--- src/rtl/alu_arbiter.sv ---
// Round-robin arbiter sharing one external combinational ALU between two
// valid/ready requesters; one operation in flight, result returned per requester.
module alu_arbiter #(
   parameter int WIDTH  = 32,
   parameter int CTRL_W = 3
) (
   input  logic              clk,
   input  logic              rst,

   input  logic              req0_valid,
   output logic              req0_ready,
   input  logic [CTRL_W-1:0] req0_ctrl,
   input  logic [WIDTH-1:0]  req0_a,
   input  logic [WIDTH-1:0]  req0_b,
   output logic              resp0_valid,
   input  logic              resp0_ready,
   output logic [WIDTH-1:0]  resp0_data,
   output logic              resp0_err,

   input  logic              req1_valid,
   output logic              req1_ready,
   input  logic [CTRL_W-1:0] req1_ctrl,
   input  logic [WIDTH-1:0]  req1_a,
   input  logic [WIDTH-1:0]  req1_b,
   output logic              resp1_valid,
   input  logic              resp1_ready,
   output logic [WIDTH-1:0]  resp1_data,
   output logic              resp1_err,

   output logic [CTRL_W-1:0] alu_ctrl,
   output logic [WIDTH-1:0]  alu_a,
   output logic [WIDTH-1:0]  alu_b,
   input  logic [WIDTH-1:0]  alu_result,
   output logic              busy
);

   localparam logic [CTRL_W-1:0] OP_ADD = CTRL_W'(0);
   localparam logic [CTRL_W-1:0] OP_SUB = CTRL_W'(1);
   localparam logic [CTRL_W-1:0] OP_AND = CTRL_W'(2);
   localparam logic [CTRL_W-1:0] OP_OR  = CTRL_W'(3);
   localparam logic [CTRL_W-1:0] OP_SLT = CTRL_W'(5);

   typedef enum logic [1:0] {
      IDLE = 2'd0,
      EXEC = 2'd1,
      RESP = 2'd2
   } state_t;

   state_t            r_state;
   state_t            w_stateNext;
   logic              r_lastGrant;
   logic              r_owner;
   logic [CTRL_W-1:0] r_aluCtrl;
   logic [WIDTH-1:0]  r_aluA;
   logic [WIDTH-1:0]  r_aluB;
   logic [1:0]        r_respValid;
   logic [1:0]        r_respErr;
   logic [WIDTH-1:0]  r_respData [2];

   logic              w_grant0;
   logic              w_grant1;
   logic              w_accept;
   logic              w_ownerReady;
   logic              w_ctrlLegal;

   // A tie goes to whichever requester was not granted last.
   assign w_grant0     = (r_state == IDLE) && req0_valid && (!req1_valid || r_lastGrant);
   assign w_grant1     = (r_state == IDLE) && req1_valid && (!req0_valid || !r_lastGrant);
   assign w_accept     = w_grant0 || w_grant1;
   assign w_ownerReady = r_owner ? resp1_ready : resp0_ready;
   assign w_ctrlLegal  = r_aluCtrl inside {OP_ADD, OP_SUB, OP_AND, OP_OR, OP_SLT};

   always_ff @(posedge clk or posedge rst) begin
      if (rst) begin
         r_state <= IDLE;
      end else begin
         r_state <= w_stateNext;
      end
   end

   always_comb begin
      w_stateNext = r_state;
      case (r_state)
         IDLE:    if (w_accept) w_stateNext = EXEC;
         EXEC:    w_stateNext = RESP;
         RESP:    if (w_ownerReady) w_stateNext = IDLE;
         default: w_stateNext = IDLE;
      endcase
   end

   always_ff @(posedge clk or posedge rst) begin
      if (rst) begin
         r_lastGrant    <= 1'b1;
         r_owner        <= 1'b0;
         r_aluCtrl      <= '0;
         r_aluA         <= '0;
         r_aluB         <= '0;
         r_respValid    <= '0;
         r_respErr      <= '0;
         r_respData[0]  <= '0;
         r_respData[1]  <= '0;
      end else begin
         case (r_state)
            IDLE: begin
               if (w_accept) begin
                  r_aluCtrl   <= w_grant1 ? req1_ctrl : req0_ctrl;
                  r_aluA      <= w_grant1 ? req1_a    : req0_a;
                  r_aluB      <= w_grant1 ? req1_b    : req0_b;
                  r_owner     <= w_grant1;
                  r_lastGrant <= w_grant1;
               end
            end
            EXEC: begin
               // Illegal op codes return zero regardless of what the ALU produced.
               r_respData[r_owner]  <= w_ctrlLegal ? alu_result : '0;
               r_respErr[r_owner]   <= !w_ctrlLegal;
               r_respValid[r_owner] <= 1'b1;
            end
            RESP: begin
               if (w_ownerReady) begin
                  r_respValid[r_owner] <= 1'b0;
               end
            end
            default: ;
         endcase
      end
   end

   assign req0_ready  = w_grant0 && !rst;
   assign req1_ready  = w_grant1 && !rst;
   assign resp0_valid = r_respValid[0];
   assign resp1_valid = r_respValid[1];
   assign resp0_data  = r_respData[0];
   assign resp1_data  = r_respData[1];
   assign resp0_err   = r_respErr[0];
   assign resp1_err   = r_respErr[1];
   assign alu_ctrl    = r_aluCtrl;
   assign alu_a       = r_aluA;
   assign alu_b       = r_aluB;
   assign busy        = (r_state != IDLE);

endmodule

--- config.mk ---
export PLATFORM = sky130hd
export DESIGN_NAME = alu_arbiter
export DESIGN_NICKNAME = d
export VERILOG_FILES = /design/src/rtl/alu_arbiter.sv
export SDC_FILE = /design/constraint.sdc
export NUM_CORES = 1
export LEC_CHECK = 0
export BUFFER_PORTS_ARGS = -buffer_cell sky130_fd_sc_hd__buf_2
export CAP_MARGIN = 20
export CORE_AREA = 2 2 121 123
export DETAILED_ROUTE_END_ITERATION = 7
export DIE_AREA = 0 0 123 125
export PLACE_DENSITY = 0.81
export SLEW_MARGIN = 25
export SYNTH_ARGS = -nofsm -noshare
export SYNTH_HDL_FRONTEND = slang
export SYNTH_SLANG_ARGS = --single-unit
--- constraint.sdc ---
create_clock -name clk -period 10.7 [get_ports clk]
set_input_delay 2.14 -clock clk [delete_from_list [all_inputs] [get_ports clk]]
set_output_delay 2.14 -clock clk [all_outputs]
set_load 0.01 [all_outputs]
==> qor.yml <==
cts_tree: "yes"
clk_latency_ns: 0.42
cts_resized: 0
timing.fmax_mhz: 163
fin_setup_tns_ns: 0
dp_hpwl_um: 13100
wl_um: 20100
status: "finished, final reports clean"
synth_cell_type_count: 33
grt_max_degree: 85
rsz0062_at_grt: "false"
ys_top_cells_by_area: "dfrtp_1 (52%), a221o_1 (10%), and4_1 (8.8%)"
fin_crit_ns: 6.12
rows: 44
min_from: "resp0_data[26]"
cap_violations: 0
yosysSeqAreaShare: 0.520
skew_ns: 0.0114
antenna_found_initial: 4
tightest_slew_ns: 0.844
cp_cell_sequence: "buf_2, buf_4, nand3_4, nor2_1, buf_2"
fp.dieH_um: 125
synth_edf_count: 0
initial_core_util: 0.471
final-seq-area_um2: 3480
holdWs_ns: 0.467
areaGrowthSynthToFinish_pct: 31.6
yosysWarnings: 0
synth_nets: 777
synth_top_area_cell: "dfrtp_1"
critPathMaxStageDelay_ns: 0.77
critPathMaxFanout: 72
cp-end-kind: "primary output"
synthFlopType: "dfrtp_1"
slowest_stage: "nand3_4"
num-fill-cells: 1206
timing.rr.start: "r_state[1]"
grtUsageTotal: 0.260
hold_buffers: 0
clock_path_buffers: 2
ys_async_sr_fraction: 1.00
clkTransAtPathRegs_ns: 0.06
clkSinkCount: 139
period_share: 0.572
grt_remaining_overflow: 0
slew_violations: 0
syn_inst: 605
dieArea_um2: 15400
path_common_cell: "buf_2"
finalNetCount: 1042
drtIter0Drc: 467
dr.pass1.iters: 7
grt_pass1_vias: 6000
grt_pass1_wl_um: 31200
synth_top_cell_area_share: 0.516
gp_congestion: 0.891
relSlewSlack: 0.437
die-width_um: 123
vias: 6134
crit_required_ns: 8.56
ant_nets: 0
min_path_type: "reg -> reg"
cts-root-buf: "clkbuf_16"
postCtsSetupBuffers: 0
wl_per_cell_um: 18.7
crit_type: "in -> out"
p_leak_nw: 4.41
crit_path_start_kind: "input port"
routed_via_density: 5.73
h-tree-depth: 4
multi_input_area_um2: 2710
drc: 0
core_area_um2: 14200
power.total_mw: 2.70
drive_gt1_frac: 0.410
hold_viol: 0
worstPathArrival_ns: 3.98
startpoint: "req1_valid"
ys_ff_latch: 139
cts-buffers-inserted: 17
setup_viol: 0
syn_area_um2: 6690
p_per_area_nw_per_um2: 307
worst_ir_drop_vdd_mv: 0.206
ios: 310
synth_area_per_cell_um2: 11.1
portBuffers: 309
sequential cells by signal, summed over array words and instances (netlist names), named ones only:
name and count:
alu_a 32, alu_b 32, alu_ctrl 3, r_lastGrant 1
r_owner 1, r_respErr 2, r_state 2, resp0_data 32
resp1_data 32
path summary, 6_finish.rpt:
path / to / slack [ns] / cells past startpoint
worst max-delay path: req1_ready / 4.58 / 5
worst min-delay path: resp0_data[26] / 0.47 / 2
worst max register to register: alu_a[14] / 7.97 / 3
worst min register to register: resp0_data[26] / 0.47 / 2
max in group asynchronous: resp1_data[2] / 7.77 / 3
min in group asynchronous: alu_b[12] / 1.78 / 2
cell usage in the layout, fill, tap and decap left out, drive strengths merged:
cell | netlist | routed
nor2b | 1 | 1
clkbuf | 32 | 21
o21ai | 4 | 4
dfstp | 1 | 1
or3b | 1 | 1
bufinv | 0 | 3
clkinv | 0 | 6
a21o | 2 | 2
and4 | 67 | 67
diode | 0 | 4
a21oi | 4 | 4
nand3b | 1 | 1
a221o | 67 | 67
o31ai | 64 | 64
nor3 | 1 | 1
buf | 40 | 318
and3 | 1 | 1
clkinvlp | 0 | 1
dfrtp | 138 | 138
nand2 | 67 | 67
nand3 | 1 | 1
mux2 | 2 | 2
a21boi | 1 | 1
nand2b | 1 | 1
nor2 | 3 | 3
nand4 | 1 | 1
nor3b | 67 | 67
inv | 38 | 39
cells in the mapped netlist (2+ instances only):
cell type / instances
nor3b_1: 67
a21o_1: 2
clkbuf_1: 32
dfrtp_1: 138
o21ai_0: 3
inv_1: 37
nand2_1: 66
buf_1: 6
buf_6: 8
and4_1: 67
mux2_2: 2
a21oi_1: 4
buf_2: 20
o31ai_1: 62
o31ai_2: 2
a221o_1: 67
buf_4: 6
worst max-delay path, delay by kind of cell:
kind,cells,cell delay (ns)
and+or+nand+nor,2,1.03
buffers and inverters,3,0.74
per-layer routing:
metal  share of wire  vias to the layer above  GRT usage  wire length (um)
met5         0.00050                        -          0                10
met4           0.034                        2      0.119               689
met3           0.092                       58     0.0807              1850
met2            0.48                      293      0.409              9580
met1            0.40                     2953      0.326              7940
li1                -                     2828          -                 -
cell type report:
type,instances,share of cell area
Antenna cell,4,0.00114
Clock buffer,21,0.0523
Clock inverter,11,0.0163
Inverter,38,0.0168
Multi-Input combinational cell,356,0.308
Sequential cell,139,0.395
Tap cell,184,0.0262
Timing Repair Buffer,318,0.184
power breakdown:
| group | internal [mW] | switching (mW) |
|---|---|---|
| registers | 0.781 | 0.155 |
| logic | 0.477 | 0.691 |
| clock network | 0.379 | 0.221 |
| total | 1.64 | 1.07 |
metrics by stage:
step	instances	util	area, um2	setup slack, ns
finish	1071	0.620	8800	4.58
global route	1070	0.619	8800	4.44
CTS	1067	0.619	8790	4.61
detailed placement	1035	0.576	8180	4.61
global placement	1035	0.576	8180	4.57
floorplan	605	-	6690	4.84
kinds of logic after synthesis:
| logic type | share of synthesized area |
|---|---|
| compound gates | 0.184 |
| mux | 0.00337 |
| flops | 0.520 |
| simple gates | 0.215 |
| buf+inv | 0.0778 |
No activity file was read; power rests on OpenSTA's default activity.
